`src/rtl/serial_adder.sv`:
```
// Bit-serial adder: one full-adder slice (two half adders and an OR) plus a
// registered carry. Computes (a + b + cin) one bit per clock, LSB first, with
// valid/ready handshakes on the operand and result sides.

module half_adder (
  input  logic x,
  input  logic y,
  output logic s,
  output logic c
);

  assign s = x ^ y;
  assign c = x & y;

endmodule

module serial_adder #(
  parameter int WIDTH = 8
) (
  input  logic             clk,
  input  logic             rst,
  input  logic             in_valid,
  output logic             in_ready,
  input  logic [WIDTH-1:0] a,
  input  logic [WIDTH-1:0] b,
  input  logic             cin,
  output logic             out_valid,
  input  logic             out_ready,
  output logic [WIDTH-1:0] sum,
  output logic             cout,
  output logic             busy
);

  // Counter only has to index bits 0..WIDTH-1; keep at least one bit for WIDTH=1.
  localparam int CW = (WIDTH > 1) ? $clog2(WIDTH) : 1;
  localparam logic [CW-1:0] LAST_BIT = CW'(WIDTH - 1);

  typedef enum logic [1:0] {
    IDLE = 2'd0,
    RUN  = 2'd1,
    DONE = 2'd2
  } state_t;

  state_t           state_reg;
  state_t           state_next;
  logic [WIDTH-1:0] a_sh_reg;
  logic [WIDTH-1:0] b_sh_reg;
  logic [WIDTH-1:0] res_sh_reg;
  logic [WIDTH-1:0] res_next;
  logic [WIDTH-1:0] sum_reg;
  logic             cout_reg;
  logic             carry_reg;
  logic [CW-1:0]    cnt_reg;

  logic ha0_s;
  logic ha0_c;
  logic bit_s;
  logic ha1_c;
  logic carry_next;
  logic last_bit;

  // Full-adder slice built from two half adders; carry-out is the OR of both.
  half_adder u_ha0 (
    .x (a_sh_reg[0]),
    .y (b_sh_reg[0]),
    .s (ha0_s),
    .c (ha0_c)
  );

  half_adder u_ha1 (
    .x (ha0_s),
    .y (carry_reg),
    .s (bit_s),
    .c (ha1_c)
  );

  assign carry_next = ha0_c | ha1_c;
  assign last_bit   = (cnt_reg == LAST_BIT);

  // New sum bit enters at the MSB so that after WIDTH shifts bit 0 is the LSB.
  generate
    if (WIDTH == 1) begin : g_res_w1
      assign res_next = bit_s;
    end else begin : g_res_wn
      assign res_next = {bit_s, res_sh_reg[WIDTH-1:1]};
    end
  endgenerate

  // Next-state logic and handshake/status outputs decoded from the state.
  always_comb begin
    state_next = state_reg;
    in_ready   = 1'b0;
    out_valid  = 1'b0;
    busy       = 1'b0;
    case (state_reg)
      IDLE: begin
        in_ready = 1'b1;
        if (in_valid) begin
          state_next = RUN;
        end
      end
      RUN: begin
        busy = 1'b1;
        if (last_bit) begin
          state_next = DONE;
        end
      end
      DONE: begin
        busy      = 1'b1;
        out_valid = 1'b1;
        if (out_ready) begin
          state_next = IDLE;
        end
      end
      default: begin
        state_next = IDLE;
      end
    endcase
  end

  // State register and datapath; reset wins over everything and drops any partial result.
  always_ff @(posedge clk) begin
    if (rst) begin
      state_reg  <= IDLE;
      a_sh_reg   <= '0;
      b_sh_reg   <= '0;
      res_sh_reg <= '0;
      sum_reg    <= '0;
      cout_reg   <= 1'b0;
      carry_reg  <= 1'b0;
      cnt_reg    <= '0;
    end else begin
      state_reg <= state_next;
      case (state_reg)
        IDLE: begin
          if (in_valid) begin
            a_sh_reg  <= a;
            b_sh_reg  <= b;
            carry_reg <= cin;
            cnt_reg   <= '0;
          end
        end
        RUN: begin
          a_sh_reg   <= a_sh_reg >> 1;
          b_sh_reg   <= b_sh_reg >> 1;
          carry_reg  <= carry_next;
          res_sh_reg <= res_next;
          if (last_bit) begin
            // Publish the finished word; sum/cout stay put until the next completion.
            sum_reg  <= res_next;
            cout_reg <= carry_next;
            cnt_reg  <= '0;
          end else begin
            cnt_reg <= cnt_reg + CW'(1);
          end
        end
        default: begin
        end
      endcase
    end
  end

  assign sum  = sum_reg;
  assign cout = cout_reg;

endmodule

```
`config.mk`:
```
export PLATFORM = sky130hd
export DESIGN_NAME = serial_adder
export DESIGN_NICKNAME = d
export VERILOG_FILES = /design/src/rtl/serial_adder.sv
export SDC_FILE = /design/constraint.sdc
export NUM_CORES = 1
export LEC_CHECK = 0
export ABC_AREA = 1
export CAP_MARGIN = 40
export CORE_MARGIN = 4
export CORE_UTILIZATION = 35
export CTS_BUF_LIST = sky130_fd_sc_hd__clkbuf_2 sky130_fd_sc_hd__clkbuf_4 sky130_fd_sc_hd__clkbuf_8
export DETAILED_ROUTE_END_ITERATION = 16
export GPL_ROUTABILITY_DRIVEN = 0
export GPL_TIMING_DRIVEN = 1
export PLACE_DENSITY = 0.63
export SLEW_MARGIN = 25
export SYNTH_ARGS = -nofsm -noshare
export SYNTH_HDL_FRONTEND = slang
export SYNTH_SLANG_ARGS = --single-unit
```
`constraint.sdc`:
```
create_clock -name clk -period 1.3 [get_ports clk]
set_input_delay 0.325 -clock clk [delete_from_list [all_inputs] [get_ports clk]]
set_output_delay 0.325 -clock clk [all_outputs]
set_load 0.01 [all_outputs]
```
# Word level (Yosys, flattened, before mapping)
# Cells that the tools add are included.
[word_totals]
output_inout_bits = 12
ramBits = 0
ff_bits = 39
latch_bits = 0
rom_bits = 0
n_memories = 0
input_bits = 21
[classes]
n_addsub = 1
n_bitwise = 5
n_reduce_logical = 6
n_lt_le_gt_ge = 0
shift = 0
mul = 0
n_eq_ne = 6
mux = 16
div_mod_pow = 0
[op_table]
columns = ["operator", "n"]
rows = [
  ["one-hot mux 8 bit (2 select lines)", 2],
  ["two-way mux 8 bit", 2],
  ["two-way mux 2 bit", 3],
  ["two-way mux 3 bit", 2],
  ["!= test 2 bit (second input constant)", 3],
  ["one-hot mux 2 bit (3 select lines)", 1],
  ["one-hot mux 3 bit (2 select lines)", 1],
  ["two-way mux 1 bit", 4],
  ["AND reduction 2 bit", 2],
  ["adder 3 x 1 -> 3 bit (second input constant)", 1],
  ["equality test 3 bit (second input constant)", 1],
  ["AND reduction 3 bit", 1],
  ["AND 1 bit", 2],
  ["equality test 2 x 1 -> 1 bit (second input constant)", 1],
  ["equality test 2 bit (second input constant)", 1],
  ["logical NOT 2 bit", 1],
  ["one-hot mux 1 bit (2 select lines)", 1],
  ["nonzero test 2 bit", 1],
  ["OR reduction 2 bit", 1],
  ["XOR 1 bit", 2],
  ["OR 1 bit", 1],
]

# Longest topological paths before layout
[depth]
word_depth = 4
ltp_mapped = 9
mapped_depth_nobuf = 8

# By module
# Synthesis repeated with hierarchy kept, for this count alone.
[hier_totals]
hier_cells = 232
hier_area_um2 = 1707.9
[modules_own_cells]
columns = ["module", "area_each_um2", "n_inst", "cells_per_inst"]
rows = [
  ["serial_adder", 1682.9, 1, 230],
  ["half_adder", 12.5, 2, 1],
]

# Worst setup path before layout
# Ideal clock, no wire load.
[synth_timing]
kind = "register -> register"
startpoint = "register state_reg[0]"
endpoint = "register a_sh_reg[0]"
arrival_time_ns = 1.260
path_slack_ns = -0.073
synth_period_minus_slack_ns = 1.373
path_stages_with_launch = 9
n_path_buf = 2
setup_ns = 0.113
cell_sequence = "dfxtp_1 -> inv_1 -> ha_1 -> nand2_1 -> nand2_2 -> buf_6 -> buf_8 -> o21ai_1 -> nor2_1"
[synth_between]
elab_chain_cells = 3
elab_cells_between_ends = 6
classes_between = "eq/ne (2); mux (1); reduce/logical (3)"
[synth_rtl]
columns = ["item", "line_no", "rtl"]
rows = [
  ["start: declaration", "44", "state_t state_reg;"],
  ["start signal: assignment", "133", "state_reg <= state_next;"],
  ["equality test 2 x 1 -> 1 bit or logical NOT 2 bit (tied branches)", "134", "case (state_reg)"],
  ["nonzero test 2 bit (no source line) or != test 2 bit (tied branches)", "n/a", ""],
  ["AND reduction 2 bit (no source line)", "n/a", ""],
  ["end signal: assignment", "144", "a_sh_reg <= a_sh_reg >> 1;"],
  ["end: declaration", "46", "logic [WIDTH-1:0] a_sh_reg;"],
]
# Parallel ways exist; a longest one is shown, timed or not.
# A chain may end at the register's enable or synchronous reset.

# Worst setup path after layout
[layout_timing]
startpoint = "register state_reg[0]"
endpoint = "output port out_valid"
[layout_between]
elab_chain_cells = 2
[layout_rtl]
columns = ["item", "line_no", "rtl"]
rows = [
  ["equality test 2 bit", "95", "case (state_reg)"],
  ["two-way mux 1 bit", "95", ""],
  ["end: declaration", "27", "output logic out_valid,"],
]
# Every way passes these cells.

==> results.py <==
metrics = {
    "die": {
        "die_h_um": 77.4,
        "core_area_um2": 4500,
        "die-area_um2": 5990,
        "start_util": 0.374,
        "rows": 24,
        "num_io_pins": 33,
        "die_w_um": 77.4,
    },
    "global_route": {
        "grt-busiest-layer": "met2",
        "use_met1": 0.172,
        "track_usage": 0.132,
        "grtUsageMet3": 0.0347,
        "grt_pass1_wl_um": 6440,
        "antenna_found_initial": 0,
        "grt_pass1_vias": 1475,
        "grt-ovfl-total": 0,
        "grt_max_degree": 18,
        "grt_use_met2": 0.204,
    },
    "pwr": {
        "power_uw": 5990,
        "power.density_nw_per_um2": 2230,
        "peakVddDrop_uv": 1480,
        "leakagePower_uw": 0.00117,
    },
    "timing": {
        "grt_setup_unrepaired": "true",
        "tightestPinTransition_ns": 0.226,
        "timing.hold.ws_ns": 0.469,
        "max_freq_mhz": 725,
        "drv_slew": 0,
        "fin_crit_sh": 1.06,
        "finalWorstSetupSlack_ns": -0.0792,
        "skew_ns": 0.00406,
        "setup_viol": 20,
        "fin_crit_ns": 1.38,
        "hold_viol": 0,
        "slew_headroom": 0.849,
    },
    "clock_tree": {
        "cts_tree": "built",
        "clock_sinks": 38,
        "clk_latency_ns": 0.29,
        "clockBufferDepth": 2,
        "cts_buffers": 5,
        "htree_num_levels": 2,
        "hold_buffers": 0,
        "cts_root_buf": "clkbuf_8",
        "clkTransAtPathRegs_ns": 0.07,
    },
    "yosys": {
        "synth_warnings": 0,
        "yosysSeqAreaShare": 0.451,
        "netlist_instances": 234,
        "ys_types": 20,
        "synth_nets": 262,
        "synth-seq-cells": 38,
        "syn_avg_cell_area_um2": 7.21,
        "syn_area_um2": 1690,
    },
    "worst_setup_path": {
        "cp_slowest_cell": "dfxtp_2",
        "critPathMostFrequentCell": "buf_6",
        "slowest_delay_ns": 0.34,
        "worstPathMaxFanout": 2,
        "cp.required_ns": 0.98,
        "worstSetupEndpointType": "primary output",
        "worstPathArrival_ns": 1.05,
        "cp-start-kind": "register",
        "path_cells": "inv_2 > buf_6 > ha_4 > buf_6",
        "path_class": "reg2out",
        "r2r_slack_ns": -0.04,
    },
    "detailed_routing": {
        "drtIter0Drc": 66,
        "drt_pre_antenna_iters": 4,
        "via_count": 1640,
        "drc": 0,
        "avgViaCountPerCell": 4.78,
        "detail-route-antenna-nets": 0,
        "routed_wl_um": 4280,
        "post_drt_wl_per_cell_um": 12.5,
    },
    "layout": {
        "mostFrequentLayoutCell": "nor2_1",
        "n_antenna_cell": 0,
        "final_core_util": 0.597,
        "drive_above_1_share": 0.357,
        "layout_common_cells": "nor2_1, nand2_1, dfxtp_1",
        "final_nets": 318,
        "area_growth_pct": 59.4,
    },
    "worst_hold_path": {
        "hold_class": "reg2reg",
    },
    "run_status": {
        "status": "finished with violations",
        "violations": "negative setup slack",
    },
    "place": {
        "dp_hpwl_um": 2640,
        "io_buffers": 32,
        "dp_slack_ns": -0.217,
    },
    "run": {
        "drv_cap": 0,
    },
}
what timing repair did:
item / in CTS / in global routing
gates cloned: 0 / 3
pin swaps: 3 / 48
resized for setup: 47 / 90
setup buffers: 4 / 1
setup endpoints to repair: 49 / 41
synthesized netlist by cell type (all sizes together):
library cell | count | area, um2
a21oi | 11 | 62.6
clkbuf | 3 | 11.3
o21ai | 26 | 130
nand3 | 7 | 45.0
buf | 8 | 70.1
a211oi | 1 | 7.51
nor2 | 53 | 199
ha | 6 | 75.1
dfxtp | 38 | 761
fa | 1 | 20.0
nand2 | 69 | 264
inv | 11 | 41.3
through the flow:
step	instances	cell area [um2]	setup TNS [ns]
detailed placement	327	2160	-5.04
finish	343	2690	-0.580
CTS	339	2340	-0.164
global placement	327	2160	-3.99
global route	343	2690	-2.02
floorplan	234	1700	0
power breakdown:
| group | internal, uW | switching [uW] | leakage, uW |
|---|---|---|---|
| logic | 1680 | 1750 | 0.000809 |
| registers | 1470 | 239 | 0.000312 |
| clock network | 449 | 410 | 0.0000517 |
critical path: cells and delay by family (launching register included):
family | cells | cell delay (ns)
adders and majority gates | 1 | 0.15
buffers and inverters | 3 | 0.27
DFF | 1 | 0.34
metal layers:
layer	vias to the layer above	routed length [um]
li1	860	-
met1	741	2060
met2	31	1990
met3	8	152
met4	0	82
met5	-	0
cell families after synthesis:
| group | share of synthesized area |
|---|---|
| buffers and inverters | 0.0727 |
| and+or+nand+nor | 0.301 |
| AOI/OAI and AO/OA | 0.119 |
| adders and majority gates | 0.0564 |
| DFF | 0.451 |
area by class of cell:
cell class	instances	area, um2
multi-input cells	174	1070
well taps	52	65.1
flip-flops and latches	38	764
clock inverters	1	5.00
fillers	394	1820
repair inverters	1	11.3
clock buffers	7	90.1
repair buffers	59	619
inverters	11	66.3
final timing paths:
check	from	end	cells after the start
setup reg to reg	state_reg[1]$_SDFFE_PP0P_	a_sh_reg[6]$_SDFFE_PP0P_	8
hold reg to reg	cnt_reg[1]$_SDFFE_PP0P_	cnt_reg[1]$_SDFFE_PP0P_	2
setup / recovery	state_reg[0]$_SDFFE_PP0P_	out_valid	4
hold / removal	cnt_reg[1]$_SDFFE_PP0P_	cnt_reg[1]$_SDFFE_PP0P_	2
Power figures use the tool's default switching activity.
==> variant 1: new RTL, config.mk and constraints unchanged <==
Make the reset (`rst`) asynchronous in one clocked block.
--- a/src/rtl/serial_adder.sv
+++ b/src/rtl/serial_adder.sv
@@ -120,5 +120,5 @@
 
   // State register and datapath; reset wins over everything and drops any partial result.
-  always_ff @(posedge clk) begin
+  always_ff @(posedge clk or posedge rst) begin
     if (rst) begin
       state_reg  <= IDLE;
Formal check against the unedited RTL: differs if rst is asserted again (counterexample within 4 cycles, from zero or initial values and one cycle with rst high); with rst held inactive, the same outputs for 10 cycles.
==> variant 1 against the original RTL <==
- the run still ends with setup timing left
- sequential cell count unchanged
- routed wire length shrank 9.4%
- synthesized cell count fell by 5.1%
- total power grew 0.37%
- design area rose by 4.9%
- count of clock-buffer cells in the layout down 1
- critical path type unchanged
- highest routed layer unchanged
- synthesized area grew 6.8%
- combinational power decreased by 12%
- hold slack lost 0.088 ns
- worst setup slack got worse by 0.042 ns
==> variant 1: results (changes against the original RTL) <==
worst hold path type = primary input to asynchronous set/reset pin (was register to register)
Post-synth top cells = nand2_1 (126), dfrtp_1 (38), o21ai_0 (14), inv_1 (13), nand3_1 (7) (was nand2_1 (67), nor2_1 (53), dfxtp_1 (38), o21ai_0 (19))
share of layout cells above drive strength 1 = 27.86% (was 35.74%)
status = finished, violations left (unchanged)
maxcap violations = 0 (unchanged)
# diodes = 0 (unchanged)
vias post-DR = 1515 (was 1640)
CTS clk-pin slew, worst paths = 0.08 ns
DR pass1 iterations = 4 (unchanged)
worst setup margin = -0.1212 ns (was -0.07917 ns)
Final TNS setup = -0.8124 ns (was -0.5798 ns)
CTS Buffer Depth = 2 (unchanged)
Final setup viols = 29 (was 20)
ys flop type = dfrtp_1 (was dfxtp_1)
Mapped Nets = 250 (was 262)
PortBufs = 32 (unchanged)
Yosys cell types = 16 (was 20)
vias in the first global route = 1388 (was 1475)
Seq/Total Area, Yosys = 52.81% (was 45.10%)
switching part of the total power = 35.32% (was 39.98%)
first-pass GRT wire length = 5927 µm (was 6444 µm)
# H-tree levels = 2 (unchanged)
All-Layer GR Usage = 11.89% (was 13.16%)
HPWL after DPL = 2322 µm (was 2636 µm)
violated checks = setup timing (unchanged)
nets@finish = 307 (was 318)
CP Max Fanout = 2 (unchanged)
Synth Warn # = 0 (unchanged)
final slew viol count = 0 (unchanged)
DR iter-0 viols = 44 (was 66)
# fillers = 449 (was 394)
ys async rst share = 100.0% (was 0%)
Max Clock Skew = 0.005231 ns (was 0.004057 ns)
IR drop worst, VDD = 0.8773 mV (was 1.485 mV)
Least-Margin Pin Slew = 0.2353 ns (was 0.2260 ns)
initial antenna violation count = 0 (unchanged)
Worst-Skew Late Latency = 0.29 ns (about the same)
Pleak = 1.410 nW (was 1.173 nW)
Crit path arrival time = 1.10 ns (was 1.05 ns)
largest cells by area after synthesis = dfrtp_1 (53%), nand2_1 (26%), ha_1 (4.2%) (was dfxtp_1 (45%), nand2_1 (15%), nor2_1 (12%))
DR WL/cell = 11.17 µm (was 12.47 µm)
CTS buffer count = 5 (unchanged)
clk root buf = clkbuf_8 (unchanged)
largest net degree at the start of global routing = 39 (was 18)
==> variant 1: layout make-up <==
class	instances	share of cell area (%)
clock buffers	6	2.927
clock inverters	2	2.129
inverters	14	1.951
multi-input cells	162	32.33
flip-flops and latches	38	33.70
well taps	67	2.971
repair buffers	58	23.99
==> variant 1: repair_timing <==
item / in CTS / in global routing
resized for setup: 34 / 63
gates cloned: 0 / 4
setup buffers: 2 / 7
setup endpoints to repair: 46 / 50
pin swaps: 3 / 12
==> variant 1: logic make-up after synthesis <==
family	synth area share [%]
AND/OR/NAND/NOR	29.81
flip-flops	52.81
buffers and inverters	6.810
AO/OA/AOI/OAI	5.282
adder cells (fa/ha/maj)	5.281
==> variant 1: critical path, cell delays in order, from the launching register on <==
cell	delay (ns)
dfrtp_1	0.39
inv_2	0.10
ha_4	0.20
buf_6	0.11
==> variant 1: metal layers <==
layer	track usage, %	vias up	share of wire, %
met5	0	-	0
met4	4.639	0	1.3
met3	3.273	7	5.5
met2	19.62	34	47
met1	14.67	679	46
li1	-	795	-
==> variant 1: power by group through the flow <==
stage                     Combinational, mW  Sequential, mW  Clock, mW
final                                  3.03            1.76       1.23
after global routing                   3.35            1.81       1.30
after CTS                              2.26            1.74       1.25
after detailed placement               2.05            1.75          0
after global placement                 2.02            1.74          0
after floorplan                        1.41            1.73          0
==> variant 1: final timing paths <==
kind                                             end  slack (ns)                     start  cells after the start
setup / recovery                                busy       -0.12  state_reg[0]$_DFFE_PP0P_                      3
hold / removal             res_sh_reg[1]$_DFFE_PP0N_        0.38                       rst                      3
setup reg to reg                  sum[7]$_DFFE_PP0P_       -0.05  state_reg[0]$_DFFE_PP0P_                      7
hold reg to reg              a_sh_reg[3]$_DFFE_PP0P_        0.48   a_sh_reg[3]$_DFFE_PP0P_                      2
max in group asynchronous    a_sh_reg[4]$_DFFE_PP0P_        0.73                       rst                      3
min in group clk             a_sh_reg[3]$_DFFE_PP0P_        0.48   a_sh_reg[3]$_DFFE_PP0P_                      2
==> variant 1: per-stage QoR <==
step | instances | setup slack [ns] | cell area (µm²) | hold slack (ns)
after floorplan | 222 | -0.001653 | 1818 | 0.4422
after global placement | 326 | -0.2257 | 2297 | 0.4542
after detailed placement | 326 | -0.2529 | 2297 | 0.4589
after CTS | 336 | -0.1377 | 2496 | 0.3868
after global routing | 347 | -0.1590 | 2821 | 0.4139
final | 347 | -0.1212 | 2821 | 0.3812
==> variant 2: new RTL, same settings <==
Without the edit above. `WIDTH`: 8 -> 16.
--- a/src/rtl/serial_adder.sv
+++ b/src/rtl/serial_adder.sv
@@ -16,5 +16,5 @@
 
 module serial_adder #(
-  parameter int WIDTH = 8
+  parameter int WIDTH = 16
 ) (
   input  logic             clk,
Ports: changed (resized a, b and sum); port bits go from 33 to 57. No check against the original RTL was run, so the function may have changed too.
==> variant 2 against the original RTL <==
- the run still ends with setup timing left
- worst setup slack worse by 0.052 ns
- sequential cell count up 33
- critical endpoint is now cnt_reg[2]$_SDFFE_PP0P_
- critical path type is now register to register
- routed wire length up 76%
- total power up 44%
- synthesized area up 81%
- count of clock-buffer cells in the layout up 3
- design area up 66%
- largest power group unchanged
- largest cell class unchanged
- hold slack worse by 0.0058 ns
==> variant 2: results (changes against the original RTL) <==
worst hold margin = 0.4636 ns (was 0.4693 ns)
PortBufs = 56 (was 32)
first-pass GRT wire length = 12550 µm (was 6444 µm)
CP Max Fanout = 18 (was 2)
DR iter-0 viols = 147 (was 66)
Least-Margin Pin Slew = 0.3646 ns (was 0.2260 ns)
Worst Setup EP = cnt_reg[2]$_SDFFE_PP0P_ (was out_valid)
WP buf/inv = 5 (was 3)
met3 wire len = 349 µm (was 152 µm)
seq_cells = 71 (was 38)
Synth Instances = 440 (was 234)
# fillers = 799 (was 394)
core area = 8341 µm² (was 4504 µm²)
clock buffers = 10 (was 7)
R2R depth = 9 (was 8)
CTS buffer count = 9 (was 5)
status = finished, violations left (unchanged)
multi-input gates = 330 (was 174)
via density per instance = 4.722 (was 4.781)
Pleak = 1.842 nW (was 1.173 nW)
share of total power in sequential cells = 33.6% (was 28.4%)
Non-CTS inverters = 15 (was 12)
Internal Pwr Total = 5.308 mW (was 3.598 mW)
hold path endpoint = sum[7]$_SDFFE_PP0P_ (was cnt_reg[1]$_SDFFE_PP0P_)
Max Clock Skew = 0.01069 ns (was 0.004057 ns)
Final setup viols = 64 (was 20)
Non-Clock Buffer Count = 86 (was 59)
Comb pwr share = 45.4% (was 57.2%)
WL met1 = 3681 µm (was 2055 µm)
Post-synth top cells = nand2_1 (169), nor2_1 (72), dfxtp_1 (71), a21oi_1 (38), o21ai_0 (34) (was nand2_1 (67), nor2_1 (53), dfxtp_1 (38), o21ai_0 (19))
largest net degree at the start of global routing = 36 (was 18)
Worst-Skew Late Latency = 0.34 ns (was 0.29 ns)
Seq/Total Area, Yosys = 46.46% (was 45.10%)
met2 WL = 3408 µm (was 1988 µm)
worst setup margin = -0.1307 ns (was -0.07917 ns)
violated checks = setup timing (unchanged)
Mapped Nets = 483 (was 262)
share of layout cells above drive strength 1 = 26.83% (was 35.74%)
vias in the first global route = 2715 (was 1475)
largest cells by area after synthesis = dfxtp_1 (46%), nand2_1 (21%), nor2_1 (8.8%) (was dfxtp_1 (45%), nand2_1 (15%), nor2_1 (12%))
dpl cells = 597 (was 327)
met3 Usage GRT = 4.201% (was 3.472%)
overall power = 8.607 mW (was 5.995 mW)
All-Layer GR Usage = 15.18% (was 13.16%)
Final TNS setup = -4.953 ns (was -0.5798 ns)
met1 global-route usage = 20.80% (was 17.20%)
IR drop worst, VDD = 0.7611 mV (was 1.485 mV)
nets@finish = 556 (was 318)
Crit path arrival time = 1.67 ns (was 1.05 ns)
HPWL after DPL = 4749 µm (was 2636 µm)
kind of critical path = register to register (was register to output port)
-- variant 2: cell types whose count changed in the layout (fill, tap and decap cells not counted), moves of 6 or more --
| cell | change |
|---|---|
| o21ai_0 | +23 |
| buf_12 | +6 |
| dlygate4sd2_1 | -9 |
| clkdlybuf4s15_1 | +9 |
| a21oi_1 | +20 |
| clkdlybuf4s50_1 | +16 |
| nor2_2 | +31 |
| dfxtp_1 | +32 |
| a21oi_2 | +7 |
| o21ai_2 | -15 |
| clkbuf_2 | +8 |
| nor2_1 | -12 |
| nand2_1 | +108 |
-- variant 2: kinds of logic after synthesis --
logic type                 share of synthesized area [%]
buffers and inverters                              6.831
and+or+nand+nor                                    31.45
AOI/OAI and AO/OA                                  12.56
adders and majority gates                          2.699
DFF                                                46.46
-- variant 2: repair_timing --
item / in CTS / in global routing
setup endpoints to repair: 88 / 91
pin swaps: 9 / 14
setup buffers: 6 / 0
gates cloned: 4 / 0
gates resized for setup: 89 / 73
